**config.mk**
```make
export PLATFORM = sky130hd
export DESIGN_NAME = f1_start_seq
export DESIGN_NICKNAME = d
export VERILOG_FILES = /design/src/rtl/f1_start_seq.sv
export SDC_FILE = /design/constraint.sdc
export NUM_CORES = 1
export LEC_CHECK = 0
export CAP_MARGIN = 20
export CORE_UTILIZATION = 45
export CTS_BUF_LIST = sky130_fd_sc_hd__clkbuf_16
export DETAILED_ROUTE_END_ITERATION = 7
export PLACE_DENSITY = 0.67
export SLEW_MARGIN = 20
export SYNTH_ARGS = -nofsm -noshare
export SYNTH_HDL_FRONTEND = slang
export SYNTH_SLANG_ARGS = --single-unit
```
**constraint.sdc**
```tcl
create_clock -name clk -period 4.07 [get_ports clk]
set_input_delay 1.0175 -clock clk [delete_from_list [all_inputs] [get_ports clk]]
set_output_delay 1.0175 -clock clk [all_outputs]
set_load 0.01 [all_outputs]
```
**src/rtl/f1_start_seq.sv**
```systemverilog
// f1_start_seq: start-gantry sequencer with a reaction-time counter.
//
// It steps eight lights on, one per tick, then holds all eight for a number
// of ticks taken from the LFSR (0 is treated as 1). It then turns the lights
// out and counts clk cycles until the operator reacts. A react during the
// lights or the hold is reported as a false start. The LFSR is enabled only
// while idle, so the delay value stays stable for the whole run.
//
// Ports:
//   clk          clock
//   rst          synchronous, active-high reset
//   trigger      start request, sampled in IDLE only
//   rnd[3:0]     LFSR output, used as the hold delay in ticks
//   react        operator response (level)
//   lfsr_en      LFSR enable, high only in IDLE
//   lights[7:0]  gantry lights, bit0 lights first
//   react_time   last measured reaction time in clk cycles (RT_W bits)
//   time_valid   one-cycle pulse when react_time updates
//   false_start  one-cycle pulse on a react before lights-out
module f1_start_seq #(
    parameter int unsigned TICK_DIV = 1000,
    parameter int unsigned RT_W     = 16
) (
    input  logic            clk,
    input  logic            rst,
    input  logic            trigger,
    input  logic [3:0]      rnd,
    input  logic            react,
    output logic            lfsr_en,
    output logic [7:0]      lights,
    output logic [RT_W-1:0] react_time,
    output logic            time_valid,
    output logic            false_start
);

    localparam int unsigned PW = $clog2(TICK_DIV);
    localparam logic [PW-1:0] PRESC_LAST = PW'(TICK_DIV - 1);

    typedef enum logic [1:0] {
        S_IDLE,
        S_LIGHTS,
        S_HOLD,
        S_REACT
    } state_t;

    state_t          state_q, state_d;
    logic [PW-1:0]   presc_q, presc_d;
    logic [7:0]      lights_q, lights_d;
    logic [3:0]      hold_q, hold_d;
    logic [RT_W-1:0] rt_q, rt_d;
    logic [RT_W-1:0] react_time_q, react_time_d;
    logic            tv_q, tv_d;
    logic            fs_q, fs_d;
    logic            en_q, en_d;
    logic            tick;

    assign tick = (presc_q == PRESC_LAST);

    always_comb begin
        state_d      = state_q;
        presc_d      = presc_q;
        lights_d     = lights_q;
        hold_d       = hold_q;
        rt_d         = rt_q;
        react_time_d = react_time_q;
        tv_d         = 1'b0;
        fs_d         = 1'b0;

        case (state_q)
            S_IDLE: begin
                presc_d  = '0;
                lights_d = '0;
                if (trigger) begin
                    state_d  = S_LIGHTS;
                    lights_d = 8'h01;
                end
            end

            S_LIGHTS: begin
                presc_d = tick ? '0 : presc_q + 1'b1;
                // A false start wins over a coincident tick.
                if (react) begin
                    state_d  = S_IDLE;
                    lights_d = '0;
                    fs_d     = 1'b1;
                end else if (tick) begin
                    if (lights_q == 8'hFF) begin
                        state_d = S_HOLD;
                        hold_d  = (rnd == 4'd0) ? 4'd1 : rnd;
                    end else begin
                        lights_d = {lights_q[6:0], 1'b1};
                    end
                end
            end

            S_HOLD: begin
                presc_d = tick ? '0 : presc_q + 1'b1;
                if (react) begin
                    state_d  = S_IDLE;
                    lights_d = '0;
                    fs_d     = 1'b1;
                end else if (tick) begin
                    if (hold_q == 4'd1) begin
                        state_d  = S_REACT;
                        lights_d = '0;
                        rt_d     = '0;
                    end else begin
                        hold_d = hold_q - 4'd1;
                    end
                end
            end

            S_REACT: begin
                presc_d = tick ? '0 : presc_q + 1'b1;
                if (react) begin
                    state_d      = S_IDLE;
                    react_time_d = rt_q;
                    tv_d         = 1'b1;
                end else if (rt_q != '1) begin
                    rt_d = rt_q + 1'b1;
                end
            end

            default: begin
                state_d  = S_IDLE;
                lights_d = '0;
            end
        endcase

        // Registered from the next state so the enable lines up with IDLE.
        en_d = (state_d == S_IDLE);
    end

    always_ff @(posedge clk) begin
        if (rst) begin
            state_q      <= S_IDLE;
            presc_q      <= '0;
            lights_q     <= '0;
            hold_q       <= '0;
            rt_q         <= '0;
            react_time_q <= '0;
            tv_q         <= 1'b0;
            fs_q         <= 1'b0;
            en_q         <= 1'b1;
        end else begin
            state_q      <= state_d;
            presc_q      <= presc_d;
            lights_q     <= lights_d;
            hold_q       <= hold_d;
            rt_q         <= rt_d;
            react_time_q <= react_time_d;
            tv_q         <= tv_d;
            fs_q         <= fs_d;
            en_q         <= en_d;
        end
    end

    assign lfsr_en     = en_q;
    assign lights      = lights_q;
    assign react_time  = react_time_q;
    assign time_valid  = tv_q;
    assign false_start = fs_q;

endmodule

```
==> results.cfg <==
[logic_synthesis]
ys_warn_count = 0
ys_ff_latch = 59
mappedNetlistArea_sq_um = 2890
synth-edff-count = 0
async_reset_ff_share_pct = 0
synth_nets = 363
synth-seq-area-share_pct = 40.9
synthCells = 347
yosysTopAreaCellShare_pct = 40.9
synth_ff_type = dfxtp_1
synthDistinctLibCells = 49
yosysTopAreaCell = dfxtp_1
synth.area.top_cells = dfxtp_1 41%, a21oi_1 7.1%, nand2_1 7.0%
syn_avg_cell_area_sq_um = 8.33

[global_routing]
grt_first_pass_wirelength_mm = 10.9
antenna_found_initial = 0
gr-total-overflow = 0
grt_max_degree = 33
grt_pass1_vias = 2331
track_usage_pct = 21.4

[worst_setup_path]
reg2reg_depth = 6
path_class = input pin to flop
critPathMaxFanout = 27
reg2reg_to = rt_q[13]
worst_ep_arrival_time_ns = 2.96
cp_slowest_cell = or4b_1
crit_required_ns = 4.32
critPathLaunchType = input pin
cp-end-kind = flop
cp_cell_sequence = clkdlybuf4s50_1, nor3b_1, a31oi_4, or4b_1, a21oi_1
rrSetupSlack_ns = 1.58
cpPeakStageDelay_ns = 0.60
r2r_start = hold_q[0]

[clock_tree]
cts_resized = 0
cts.clk_slew.worst_paths_ns = 0.05
cts_buffers = 9
cts-root-buf = clkbuf_16
clk_path_buf_depth = 2
tritoncts = yes
hold_buffers = 0
clk_latency_ns = 0.32
postCtsSetupRepairBufs = 0
htree_levels = 3
cts.sinks = 59

[layout]
drive_gt1_share_pct = 5.77
final_util_pct = 58.3
layout.nets = 392
final_common_cell = dfxtp_1
area_growth_pct = 22.3
final_area_sq_um = 3530
fillers = 560
n_antenna_cell = 0
mostFrequentLayoutCells = 59 x dfxtp_1, 54 x nand2_1, 41 x a21oi_1

[timing]
fin_skew_ns = 0.00460
fin_tns_setup_ns = 0
hold_violations = 0
final-max-slew-violation-count = 0
rsz0062_at_grt = false
relSlewSlack_pct = 42.2
period_minus_slack_ns = 2.72
fmax_ghz = 0.368
setup-violations-final = 0
tightest_slew_ns = 0.865
finalCritPeriodShare_pct = 66.7

[run_status]
status = finished clean

[power]
leakagePower_nw = 1.19
power.density_nw_per_um2 = 385
vdd_drop_max_v = 0.000210

[placed_design]
gp_congestion = 0.795
portBuffers = 34
dpl-instance-area_sq_um = 3260
dp_hpwl_mm = 4.22

[die]
die_h_microns = 82.1
initial_core_util_pct = 47.7
std_cell_rows = 28
core_area_sq_um = 6060
ios = 35
dieArea_sq_um = 6750
die_w_microns = 82.1

[drt]
ant_nets = 0
routed-via-count = 2557
drt_iter0_drc = 147
post_drt_wl_per_cell_microns = 14.2
wirelength_mm = 6.49
dr.pass1.iters = 4
viasPerCell = 5.61
drc_errors = 0

[flow_run]
max_cap_viol_count = 0

[min_path]
min_path_type = flop to flop
hp-start = react_time[6]
hold-path-endpoint = react_time[6]
whs_path_depth = 2
registers in the layout, indices dropped and copies added (netlist names):
register,count
false_start,1
react_time,16
lfsr_en,1
presc_q,10
hold_q,4
time_valid,1
rt_q,16
state_q,2
lights,8
metal layers:
layer	wire length (microns)	up-vias	global-route usage [%]	share of wire (%)
met3	271	4	6.04	4.2
met4	57	0	7.89	0.88
li1	-	1305	-	-
met2	2840	52	32.2	44
met1	3320	1196	29.0	51
met5	0	-	0	0
through the flow:
| step | setup slack [ns] | power [mW] | cells | hold slack (ns) |
|---|---|---|---|---|
| finish | 1.35 | 1.36 | 456 | 0.450 |
| global route | 1.17 | 1.40 | 456 | 0.472 |
| CTS | 1.37 | 1.37 | 456 | 0.453 |
| detailed placement | 1.04 | 0.663 | 440 | 0.446 |
| global placement | 1.10 | 0.662 | 440 | 0.444 |
| floorplan | 1.69 | 0.640 | 347 | 0.430 |
cell families after synthesis:
kind of cell	synth area share (%)
mux	3.55
compound gates	17.0
xor+xnor	1.82
simple gates	29.5
flops	40.9
buf+inv	3.81
fa+ha+maj	3.46
report_power, final:
group          internal (mW)  switching (mW)  total [mW]
registers              0.583         0.00357       0.587
clock network          0.461           0.248       0.709
logic                 0.0298          0.0348      0.0646
cell usage after synthesis (2+ instances only):
| master | number |
|---|---|
| a21o_1 | 2 |
| a21oi_1 | 41 |
| a31o_2 | 2 |
| and2_1 | 4 |
| and3_1 | 6 |
| buf_2 | 4 |
| clkbuf_1 | 12 |
| dfxtp_1 | 59 |
| ha_1 | 8 |
| inv_1 | 9 |
| mux2_2 | 2 |
| mux2i_1 | 8 |
| nand2_1 | 54 |
| nand2b_1 | 11 |
| nand3_1 | 8 |
| nand4_1 | 12 |
| nor2_1 | 20 |
| nor2b_1 | 7 |
| nor3_1 | 7 |
| nor3b_1 | 3 |
| nor4_1 | 2 |
| o21ai_0 | 10 |
| o31ai_1 | 11 |
| o41ai_1 | 2 |
| or3_1 | 9 |
| or4_1 | 7 |
| xnor2_1 | 3 |
| xor2_1 | 3 |
critical path, delay by kind of cell:
family | cells | cell delay [ns]
and+or+nand+nor | 2 | 1.04
AOI/OAI and AO/OA | 2 | 0.36
buffers and inverters | 1 | 0.54
how the worst max path moves through the flow:
| stage | from | endpoint | slack, ns | depth (start not counted) |
|---|---|---|---|---|
| global route | react | rt_q[11] | 1.17 | 5 |
| finish | react | rt_q[13] | 1.35 | 5 |
| detailed placement | react | rt_q[6] | 1.04 | 5 |
| floorplan | react | rt_q[11] | 1.69 | 7 |
| CTS | react | rt_q[13] | 1.37 | 5 |
| global placement | react | rt_q[13] | 1.10 | 5 |
final cells by class:
class | count | area, sq um | share of cell area [%]
multi-input cells | 262 | 1600 | 45.2
flip-flops and latches | 59 | 1180 | 33.4
repair buffers | 35 | 348 | 9.84
clock buffers | 9 | 225 | 6.37
well taps | 75 | 93.8 | 2.65
clock inverters | 7 | 53.8 | 1.52
inverters | 9 | 33.8 | 0.956
Note: power is estimated with default switching activity, not from simulation.
